## src/rtl/arf_mul_sched.sv

```systemverilog
// ARF evaluation scheduled onto one shared multiplier through a req/gnt port.
// Latency: 2*MUL_LAT+11 cycles from input accept to out_valid with mul_gnt tied high; each stall adds one.
// Backpressure: in_ready only in IDLE; mul_req/mul_a/mul_b hold until granted; DONE holds results until out_ready.
module arf_mul_sched #(
  parameter int WIDTH   = 32,
  parameter int MUL_LAT = 3,
  parameter logic signed [WIDTH-1:0] C1 = WIDTH'(1),
  parameter logic signed [WIDTH-1:0] C2 = WIDTH'(2),
  parameter logic signed [WIDTH-1:0] C3 = WIDTH'(3),
  parameter logic signed [WIDTH-1:0] C4 = WIDTH'(4),
  parameter logic signed [WIDTH-1:0] C5 = WIDTH'(5),
  parameter logic signed [WIDTH-1:0] C6 = WIDTH'(6),
  parameter logic signed [WIDTH-1:0] C7 = WIDTH'(7),
  parameter logic signed [WIDTH-1:0] C8 = WIDTH'(8)
) (
  input  logic                    clk,
  input  logic                    rst,
  input  logic                    in_valid,
  output logic                    in_ready,
  input  logic signed [WIDTH-1:0] in_1_0,
  input  logic signed [WIDTH-1:0] in_2_0,
  input  logic signed [WIDTH-1:0] in_3_0,
  input  logic signed [WIDTH-1:0] in_4_0,
  input  logic signed [WIDTH-1:0] in_5_0,
  input  logic signed [WIDTH-1:0] in_6_0,
  input  logic signed [WIDTH-1:0] in_7_0,
  input  logic signed [WIDTH-1:0] in_8_0,
  input  logic signed [WIDTH-1:0] in_13_1,
  input  logic signed [WIDTH-1:0] in_14_1,
  output logic                    mul_req,
  input  logic                    mul_gnt,
  output logic signed [WIDTH-1:0] mul_a,
  output logic signed [WIDTH-1:0] mul_b,
  input  logic signed [WIDTH-1:0] mul_p,
  output logic                    out_valid,
  input  logic                    out_ready,
  output logic signed [WIDTH-1:0] out_27,
  output logic signed [WIDTH-1:0] out_28
);

  typedef enum logic [2:0] {IDLE, ISSUE1, WAIT1, ISSUE2, WAIT2, DONE} state_t;

  state_t             state_q;
  logic [WIDTH-1:0]   smp_q [8];
  logic [WIDTH-1:0]   in13_q, in14_q;
  logic [WIDTH-1:0]   s1_q, s1_d, s2_q, s2_d;
  logic [3:0]         op_q, op_nxt;
  logic               in_ready_q, mul_req_q, out_valid_q;
  logic [WIDTH-1:0]   mul_a_q, mul_b_q, out_27_q, out_28_q;
  logic [MUL_LAT-1:0] vld_pipe_q;
  logic [MUL_LAT-1:0][3:0] tag_pipe_q;
  logic               issue, ret_vld;
  logic [3:0]         ret_tag;

  assign in_ready  = in_ready_q;
  assign mul_req   = mul_req_q;
  assign mul_a     = mul_a_q;
  assign mul_b     = mul_b_q;
  assign out_valid = out_valid_q;
  assign out_27    = out_27_q;
  assign out_28    = out_28_q;

  assign issue   = mul_req_q && mul_gnt;
  assign ret_vld = vld_pipe_q[MUL_LAT-1];
  assign ret_tag = tag_pipe_q[MUL_LAT-1];
  assign op_nxt  = op_q + 4'd1;

  function automatic logic [WIDTH-1:0] coef(input logic [3:0] k);
    case (k)
      4'd0:    coef = C1;
      4'd1:    coef = C2;
      4'd2:    coef = C3;
      4'd3:    coef = C4;
      4'd4:    coef = C5;
      4'd5:    coef = C6;
      4'd6:    coef = C7;
      4'd7:    coef = C8;
      default: coef = '0;
    endcase
  endfunction

  function automatic logic [WIDTH-1:0] sample(input logic [3:0] k);
    case (k)
      4'd0:    sample = smp_q[0];
      4'd1:    sample = smp_q[1];
      4'd2:    sample = smp_q[2];
      4'd3:    sample = smp_q[3];
      4'd4:    sample = smp_q[4];
      4'd5:    sample = smp_q[5];
      4'd6:    sample = smp_q[6];
      4'd7:    sample = smp_q[7];
      default: sample = '0;
    endcase
  endfunction

  // Returning products of ops 0-3 accumulate into s1, ops 4-7 into s2.
  always_comb begin
    s1_d = s1_q;
    s2_d = s2_q;
    if (ret_vld) begin
      if (ret_tag < 4'd4)      s1_d = s1_q + mul_p;
      else if (ret_tag < 4'd8) s2_d = s2_q + mul_p;
    end
  end

  // Tag pipe: follows each granted issue so its product is routed by op index MUL_LAT cycles later.
  always_ff @(posedge clk) begin
    if (rst) begin
      vld_pipe_q <= '0;
      tag_pipe_q <= '0;
    end else begin
      vld_pipe_q[0] <= issue;
      tag_pipe_q[0] <= op_q;
      for (int i = 1; i < MUL_LAT; i++) begin
        vld_pipe_q[i] <= vld_pipe_q[i-1];
        tag_pipe_q[i] <= tag_pipe_q[i-1];
      end
    end
  end

  // Sequencer: capture, issue ops 0-7, drain, issue ops 8-9, drain, present result.
  always_ff @(posedge clk) begin
    if (rst) begin
      state_q     <= IDLE;
      in_ready_q  <= 1'b1;
      mul_req_q   <= 1'b0;
      mul_a_q     <= '0;
      mul_b_q     <= '0;
      out_valid_q <= 1'b0;
      out_27_q    <= '0;
      out_28_q    <= '0;
      s1_q        <= '0;
      s2_q        <= '0;
      op_q        <= '0;
      in13_q      <= '0;
      in14_q      <= '0;
      for (int i = 0; i < 8; i++) smp_q[i] <= '0;
    end else begin
      s1_q <= s1_d;
      s2_q <= s2_d;
      // op8/op9 products complete the two outputs; s1/s2 are final by then.
      if (ret_vld && ret_tag == 4'd8) out_27_q <= mul_p + s2_q;
      if (ret_vld && ret_tag == 4'd9) out_28_q <= mul_p - s1_q;
      case (state_q)
        IDLE: begin
          if (in_valid) begin
            smp_q[0] <= in_1_0;
            smp_q[1] <= in_2_0;
            smp_q[2] <= in_3_0;
            smp_q[3] <= in_4_0;
            smp_q[4] <= in_5_0;
            smp_q[5] <= in_6_0;
            smp_q[6] <= in_7_0;
            smp_q[7] <= in_8_0;
            in13_q     <= in_13_1;
            in14_q     <= in_14_1;
            s1_q       <= '0;
            s2_q       <= '0;
            op_q       <= 4'd0;
            mul_req_q  <= 1'b1;
            mul_a_q    <= in_1_0;
            mul_b_q    <= C1;
            in_ready_q <= 1'b0;
            state_q    <= ISSUE1;
          end
        end
        ISSUE1: begin
          if (mul_gnt) begin
            if (op_q == 4'd7) begin
              mul_req_q <= 1'b0;
              mul_a_q   <= '0;
              mul_b_q   <= '0;
              state_q   <= WAIT1;
            end else begin
              op_q    <= op_nxt;
              mul_a_q <= sample(op_nxt);
              mul_b_q <= coef(op_nxt);
            end
          end
        end
        WAIT1: begin
          // op7 is the last first-stage product, so s1 is already complete here.
          if (ret_vld && ret_tag == 4'd7) begin
            op_q      <= 4'd8;
            mul_req_q <= 1'b1;
            mul_a_q   <= s1_q;
            mul_b_q   <= in13_q;
            state_q   <= ISSUE2;
          end
        end
        ISSUE2: begin
          if (mul_gnt) begin
            if (op_q == 4'd8) begin
              op_q    <= 4'd9;
              mul_a_q <= s2_q;
              mul_b_q <= in14_q;
            end else begin
              mul_req_q <= 1'b0;
              mul_a_q   <= '0;
              mul_b_q   <= '0;
              state_q   <= WAIT2;
            end
          end
        end
        WAIT2: begin
          if (ret_vld && ret_tag == 4'd9) begin
            out_valid_q <= 1'b1;
            state_q     <= DONE;
          end
        end
        DONE: begin
          if (out_ready) begin
            out_valid_q <= 1'b0;
            in_ready_q  <= 1'b1;
            state_q     <= IDLE;
          end
        end
        default: state_q <= IDLE;
      endcase
    end
  end

endmodule

```

## config.mk

```make
export PLATFORM = sky130hd
export DESIGN_NAME = arf_mul_sched
export DESIGN_NICKNAME = d
export VERILOG_FILES = /design/src/rtl/arf_mul_sched.sv
export SDC_FILE = /design/constraint.sdc
export NUM_CORES = 1
export LEC_CHECK = 0
export ABC_CLOCK_PERIOD_IN_PS = 29200
export CAP_MARGIN = 30
export CORE_ASPECT_RATIO = 1.4
export CORE_MARGIN = 2
export CORE_UTILIZATION = 55
export CTS_CLUSTER_SIZE = 24
export DETAILED_ROUTE_END_ITERATION = 8
export PLACE_DENSITY = 0.83
export SLEW_MARGIN = 20
export SYNTH_ARGS = -nofsm -noshare
export SYNTH_HDL_FRONTEND = slang
export SYNTH_SLANG_ARGS = --single-unit
```

## constraint.sdc

```tcl
create_clock -name clk -period 29.2 [get_ports clk]
set_input_delay 5.84 -clock clk [delete_from_list [all_inputs] [get_ports clk]]
set_output_delay 5.84 -clock clk [all_outputs]
set_load 0.02 [all_outputs]
```

==> results.sh, run 1 <==
export IMPL_synth_area_per_cell_um2=9.532
export IMPL_grt_pass1_vias=23370
export IMPL_drive_gt1_share_pct=5.033
export IMPL_grt_first_pass_wirelength_um=135400
export IMPL_area_growth_pct=26.15
export IMPL_hpwl_um=62840
export IMPL_post_layout_total_power_mw=2.468
export IMPL_fmax_mhz=113.4
export IMPL_p_int_mw=1.630
export IMPL_post_cts_resized=0
export IMPL_gp_congestion=0.9516
export IMPL_io_pins=488
export IMPL_clkTransAtPathRegs_ns=0.07
export IMPL_grt_antenna_before_repair=21
export IMPL_synth_nets=3251
export IMPL_start_kind="input port"
export IMPL_dpl_cell_area_um2=31690
export IMPL_fp_coreArea_um2=47900
export IMPL_ys_types=90
export IMPL_cts_root_buf="clkbuf_16"
export IMPL_relSlewSlack_pct=28.18
export IMPL_vias=24130
export IMPL_cts_sinks=537
export IMPL_max_cap_violations=0
export IMPL_wl_um=90850
export IMPL_dr_pass1_iters=7
export IMPL_synth_edf_count=256
export IMPL_core_rowCount=95
export IMPL_setup_viol=0
export IMPL_num_fill_cells=3499
export IMPL_finalWorstSetupSlack_ns=20.39
export IMPL_endpoint_kind="flip-flop"
export IMPL_ys_warn_count=0
export IMPL_postLayoutCoreUtil_pct=70.09
export IMPL_max_slew_worst_pin_slew_ns=1.077
export IMPL_synthTopCellsByCount="nand2_1 (311), dfxtp_1 (281), a21oi_1 (271)"
export IMPL_grt_max_degree=141
export IMPL_peakVddDrop_uv=73.34
export IMPL_avgRoutedWirePerCell_um=23.75
export IMPL_grt_usage_pct=34.81
export IMPL_synth_top_area_share_pct=28.88
export IMPL_nets=3596
export IMPL_crit_chain="clkdlybuf4s50_1, ha_1, fa_1, nor2b_1, o311ai_1, a2bb2oi_2, a21oi_1, a31oi_2, a2111oi_2, a21oi_1, xnor2_1, a21oi_1"
export IMPL_drt_initial_drc_count=2446
export IMPL_p_sw_uw=837.7
export IMPL_post_cts_buffers=0
export IMPL_cts_max_level=2
export IMPL_seq_power_share_pct=42.3
export IMPL_hp_class="reg2reg"
export IMPL_max_stage_delay_ns=0.54
export IMPL_pwr_share_clk_pct=28.2
export IMPL_dp_slack_ns=19.82
export IMPL_clk_path_buf_depth=3
export IMPL_synth_top_area_cell="edfxtp_1"
export IMPL_setup_tns_ns=0
export IMPL_synth_area_leaders="edfxtp_1 (29%), dfxtp_1 (21%), a21oi_1 (5.1%)"
export IMPL_critPathKind="in2reg"
export IMPL_fin_crit_sh_pct=30.19
export IMPL_port_buffers=487
export IMPL_ys_seq_elements=537
export IMPL_fin_crit_ns=8.815
export IMPL_drc=0
export IMPL_dieWidth_um=189.9
export IMPL_die_h_um=264.3
export IMPL_clkLatencyLatePin_ns=0.60
export IMPL_crit_path_max_fanout=5
export IMPL_fin_area_um2=33570
export IMPL_rsz0062_at_grt="false"
export IMPL_skew_ns=0.01412
export IMPL_synth_most_common_cell="nand2_1"
export IMPL_vias_per_cell=6.307
export IMPL_crit_family="compound AO/OA/AOI/OAI gates"
export IMPL_synthCells=2792
export IMPL_switching_share_pct=33.94
export IMPL_arrival_ns=9.27
export IMPL_cts_hold_buf=0
export IMPL_dieArea_um2=50190
export IMPL_cts_tree="yes"
export IMPL_seq_area_frac_synth_pct=50.02
export IMPL_async_flop_share_pct=0
export IMPL_synthFlopType="dfxtp_1"
export IMPL_netlist_area_um2=26610
export IMPL_floorplan_initialDensity_pct=55.56
export IMPL_crit_path_top_delay_cell="a2111oi_2"
export IMPL_overflow=0
export IMPL_p_per_area_nw_per_um2=73.51
export IMPL_worstPathRequired_ns=29.66
export IMPL_power_leakage_nw=12.97
export IMPL_worst_path_buf_inv=1
export IMPL_cp_common_cell="a21oi_1"
export IMPL_p_comb_share_pct=29.4
export IMPL_drtAntennaViolNets=0
export IMPL_status="finished, final reports clean"
export IMPL_drv_slew=0
export IMPL_hold_viol_final=0
export IMPL_cts_buffers=51
## stage by stage
stage,std cells,hold slack [ns]
global route,3822,0.4511
floorplan,2792,0.4138
global placement,3710,0.4245
finish,3826,0.4473
detailed placement,3711,0.4231
CTS,3806,0.4415
## placed cells by master, fill, tap and decap left out, types with 69 or more instances in the layout
master	count
dfxtp_1	281
nor2b_1	91
a21oi_1	270
nor2_1	165
and3_1	203
a22oi_1	117
edfxtp_1	256
inv_1	69
clkdlybuf4s50_1	486
ha_1	99
nor3_1	91
nand2_1	311
## worst register-to-register path, stage by stage, from the launching register on
cell	delay [ns]
dfxtp_1	0.50
nor2_1	0.35
and3_4	0.56
nor2_1	0.09
buf_4	0.26
inv_8	0.52
buf_4	1.15
## per-layer routing
metal  wire length [µm]  share of wire [%]  GRT usage (%)
met1              33190                 37          42.25
met2              43560                 48          57.77
met3               8555                9.4          6.802
met4               5453                6.0          19.67
met5                 92               0.10              0
## logic make-up (layout without fill, tap and decap cells)
group / count (synthesis) / in the layout / synth area share [%]
muxes: 9 / 9 / 0.3385
xor gates and xnor gates: 74 / 74 / 2.435
and+or+nand+nor: 1059 / 1059 / 20.00
buffers and inverters: 303 / 690 / 4.457
AOI/OAI and AO/OA: 708 / 708 / 17.86
DFF: 537 / 537 / 50.02
adders and majority gates: 102 / 102 / 4.880
other: 0 / 17 / 0
## final timing paths
kind	from	end	slack [ns]	cells after the start
setup / recovery	mul_p[0]	s1_q[28]$_SDFF_PP0_	20.39	12
hold / removal	tag_pipe_q[2]$_SDFF_PP0_	tag_pipe_q[6]$_SDFF_PP0_	0.45	1
setup reg to reg	state_q[2]$_SDFFE_PP0P_	smp_q[1][125]$_SDFFCE_PP0P_	25.37	6
hold reg to reg	tag_pipe_q[2]$_SDFF_PP0_	tag_pipe_q[6]$_SDFF_PP0_	0.45	1
## flip-flops by register name, indices dropped and copies added (netlist names)
name / cells
in13_q: 32
in14_q: 32
in_ready: 1
mul_a: 32
mul_b: 32
mul_req: 1
op_q: 4
out_27: 32
out_28: 32
out_valid: 1
ret_tag: 4
s1_q: 32
s2_q: 32
smp_q: 256
state_q: 3
tag_pipe_q: 8
vld_pipe_q: 3
## cell type report
class / count / area, µm² / share of cell area [%]
clock inverter: 16 / 230.2 / 0.6857
sequential: 537 / 13310 / 39.65
inverter: 74 / 287.8 / 0.8572
clock buffer: 79 / 1539 / 4.584
antenna: 17 / 42.54 / 0.1267
multi-input combinational: 1952 / 12170 / 36.26
timing repair buffer: 521 / 5200 / 15.49
tap: 630 / 788.3 / 2.348
## power by group through the flow
stage / registers, mW / logic (mW) / clock network, mW
after global placement: 1.05 / 0.687 / 0
after floorplan: 1.10 / 0.378 / 0
after global routing: 1.06 / 0.773 / 0.729
final: 1.04 / 0.727 / 0.697
after detailed placement: 1.06 / 0.706 / 0
after CTS: 1.04 / 0.713 / 0.701
Note: power is estimated with default switching activity, not from simulation.
==> inputs of run 2 (changes only) <==
ABC_CLOCK_PERIOD_IN_PS = 7130   (was 29200)
CORE_UTILIZATION = 48   (was 55)
PLACE_DENSITY = 0.77   (was 0.83)
clock period = 7.13 ns   (was 29.2 ns; I/O delays follow)
==> run 2 against run 1 <==
  * Final cell count grew 2.7%
  * Sequential share of layout area down 0.18 points
  * Clock power rose to 4.1 times the previous value
  * Critical endpoint unchanged
  * Critical path type unchanged
  * Non-clock buffer count rose by 2
  * Die area increased by 14%
==> results.sh, run 2 (synthesis gave the netlist of run 1 again) <==
export IMPL_clkLatencyLatePin_ns=0.60
export IMPL_worst_path_buf_inv=1
export IMPL_post_cts_resized=0
export IMPL_hold_depth=1
export IMPL_nets=3600
export IMPL_cts_hold_buf=0
export IMPL_hpwl_um=63000
export IMPL_drc=0
export IMPL_crit_path_max_fanout=5
export IMPL_cp_common_cell="a21oi_1"
export IMPL_critPathKind="in2reg"
export IMPL_dr_pass1_iters=5
export IMPL_post_cts_buffers=0
export IMPL_multi_input_area_um2=12180
export IMPL_hold_viol_final=0
export IMPL_gp_congestion=0.9444
export IMPL_crit_start="mul_p[0]"
export IMPL_wl_um=91300
export IMPL_grt_usage_pct=30.41
export IMPL_cp_depth=12
export IMPL_fin_crit_ns=4.481
export IMPL_seqCellArea_um2=13310
export IMPL_grt_max_degree=130
export IMPL_power_leakage_nw=12.99
export IMPL_drive_gt1_share_pct=5.275
export IMPL_top_register="smp_q"
export IMPL_core_rowCount=102
export IMPL_endpoint_kind="flip-flop"
export IMPL_most_common_layout_cells="clkdlybuf4s50_1 (486), nand2_1 (311), dfxtp_1 (281)"
export IMPL_relSlewSlack_pct=33.47
export IMPL_max_cap_violations=0
export IMPL_grt_pass1_vias=23120
export IMPL_fp_coreArea_um2=55010
export IMPL_vias=23810
export IMPL_cts_buffers=53
export IMPL_grt_first_pass_wirelength_um=135500
export IMPL_clkTransAtPathRegs_ns=0.06
export IMPL_drv_slew=0
export IMPL_crit_chain="clkdlybuf4s50_1, ha_1, fa_1, nor2b_1, o311ai_1, a2bb2oi_2, a21oi_1, a31oi_2, a2111oi_2, a21oi_1, xnor2_1, a21oi_1"
export IMPL_setup_viol=0
export IMPL_drt_initial_drc_count=2053
export IMPL_rsz0062_at_grt="false"
export IMPL_io_pins=488
export IMPL_hold_start="tag_pipe_q[7]$_SDFF_PP0_"
export IMPL_grt_antenna_before_repair=20
export IMPL_area_growth_pct=26.73
export IMPL_overflow=0
export IMPL_r2r_cells=5
export IMPL_p_per_area_nw_per_um2=299.8
export IMPL_fmax_mhz=223.2
export IMPL_num_fill_cells=4562
export IMPL_max_slew_worst_pin_slew_ns=0.9979
export IMPL_vias_per_cell=6.060
export IMPL_layout_commonest_cell="clkdlybuf4s50_1"
export IMPL_worstPathRequired_ns=7.60
export IMPL_skew_ns=0.01352
export IMPL_cts_sinks=537
export IMPL_setup_tns_ns=0
export IMPL_drtAntennaViolNets=0
export IMPL_max_stage_delay_ns=0.59
export IMPL_dieWidth_um=203.0
export IMPL_die_h_um=282.6
export IMPL_port_buffers=487
export IMPL_crit_family="compound AO/OA/AOI/OAI gates"
export IMPL_status="finished, final reports clean"
export IMPL_cts_tree="yes"
export IMPL_r2r_start="state_q[1]$_SDFFE_PP0P_"
export IMPL_arrival_ns=4.95
export IMPL_peakVddDrop_uv=229.7
export IMPL_post_layout_total_power_mw=10.11
export IMPL_cts_max_level=2
export IMPL_hp_class="reg2reg"
export IMPL_floorplan_initialDensity_pct=48.38
export IMPL_crit_path_top_delay_cell="a2111oi_2"
export IMPL_largest_reg_flops=256
export IMPL_clk_path_buf_depth=3
export IMPL_dieArea_um2=57370
export IMPL_start_kind="input port"
export IMPL_avgRoutedWirePerCell_um=23.23
export IMPL_fin_crit_sh_pct=62.84
export IMPL_cts_root_buf="clkbuf_16"
==> run 2: cell types whose count changed in the layout (fill, tap and decap cells not counted), sizes merged <==
cell      previous run  this run
clkinvlp             4         5
clkinv               9        12
bufinv               4         2
buf                 35        37
inv                 73        75
==> run 2: path summary, 6_finish.rpt <==
path                                                   end  slack (ns)
worst min-delay path                 ret_tag[3]$_SDFF_PP0_        0.45
worst min register to register       ret_tag[3]$_SDFF_PP0_        0.45
worst max register to register  smp_q[1][42]$_SDFFCE_PN0P_        3.55
worst max-delay path                   s1_q[28]$_SDFF_PP0_        2.65
==> run 2: worst register-to-register path, cell delays in order, from the launching register on <==
cell     delay [ns]
dfxtp_1        0.46
inv_1          0.31
and3_4         0.76
nor2_1         0.27
inv_8          0.68
buf_12         0.67
==> run 2: final cells by class <==
class                           instances  share of cell area (%)
Sequential cell                       537                   39.47
Antenna cell                           17                  0.1261
Multi-Input combinational cell       1952                   36.10
Timing Repair Buffer                  523                   15.46
Tap cell                              728                   2.701
Clock buffer                           79                   4.715
Clock inverter                         20                  0.5676
Inverter                               74                  0.8532
==> run 2: power by group <==
group | switching [mW] | leakage, nW | internal [mW] | total, mW
combinational | 1.90 | 7.08 | 1.08 | 2.98
sequential | 0.288 | 5.05 | 3.97 | 4.26
clock | 1.24 | 0.865 | 1.63 | 2.87
==> run 2: routing by layer <==
layer	vias up	GRT usage, %	wire length [µm]
met2	1171	51.73	44400
met4	6	14.97	4242
met1	11480	37.52	35190
li1	10950	-	-
met3	211	5.035	7414
met5	-	0	40
==> run 2: through the flow <==
step	instances	hold WS [ns]	area [µm²]	worst slack, ns	utilization [%]
3_3_place_gp	3811	0.4193	31830	2.074	57.86
2_1_floorplan	2792	0.4138	26620	1.320	-
5_1_grt	3929	0.4578	33720	2.567	61.31
6_report	3930	0.4491	33730	2.649	61.32
4_1_cts	3911	0.4522	33640	2.722	61.15
3_5_place_dp	3812	0.4217	31860	2.066	57.91
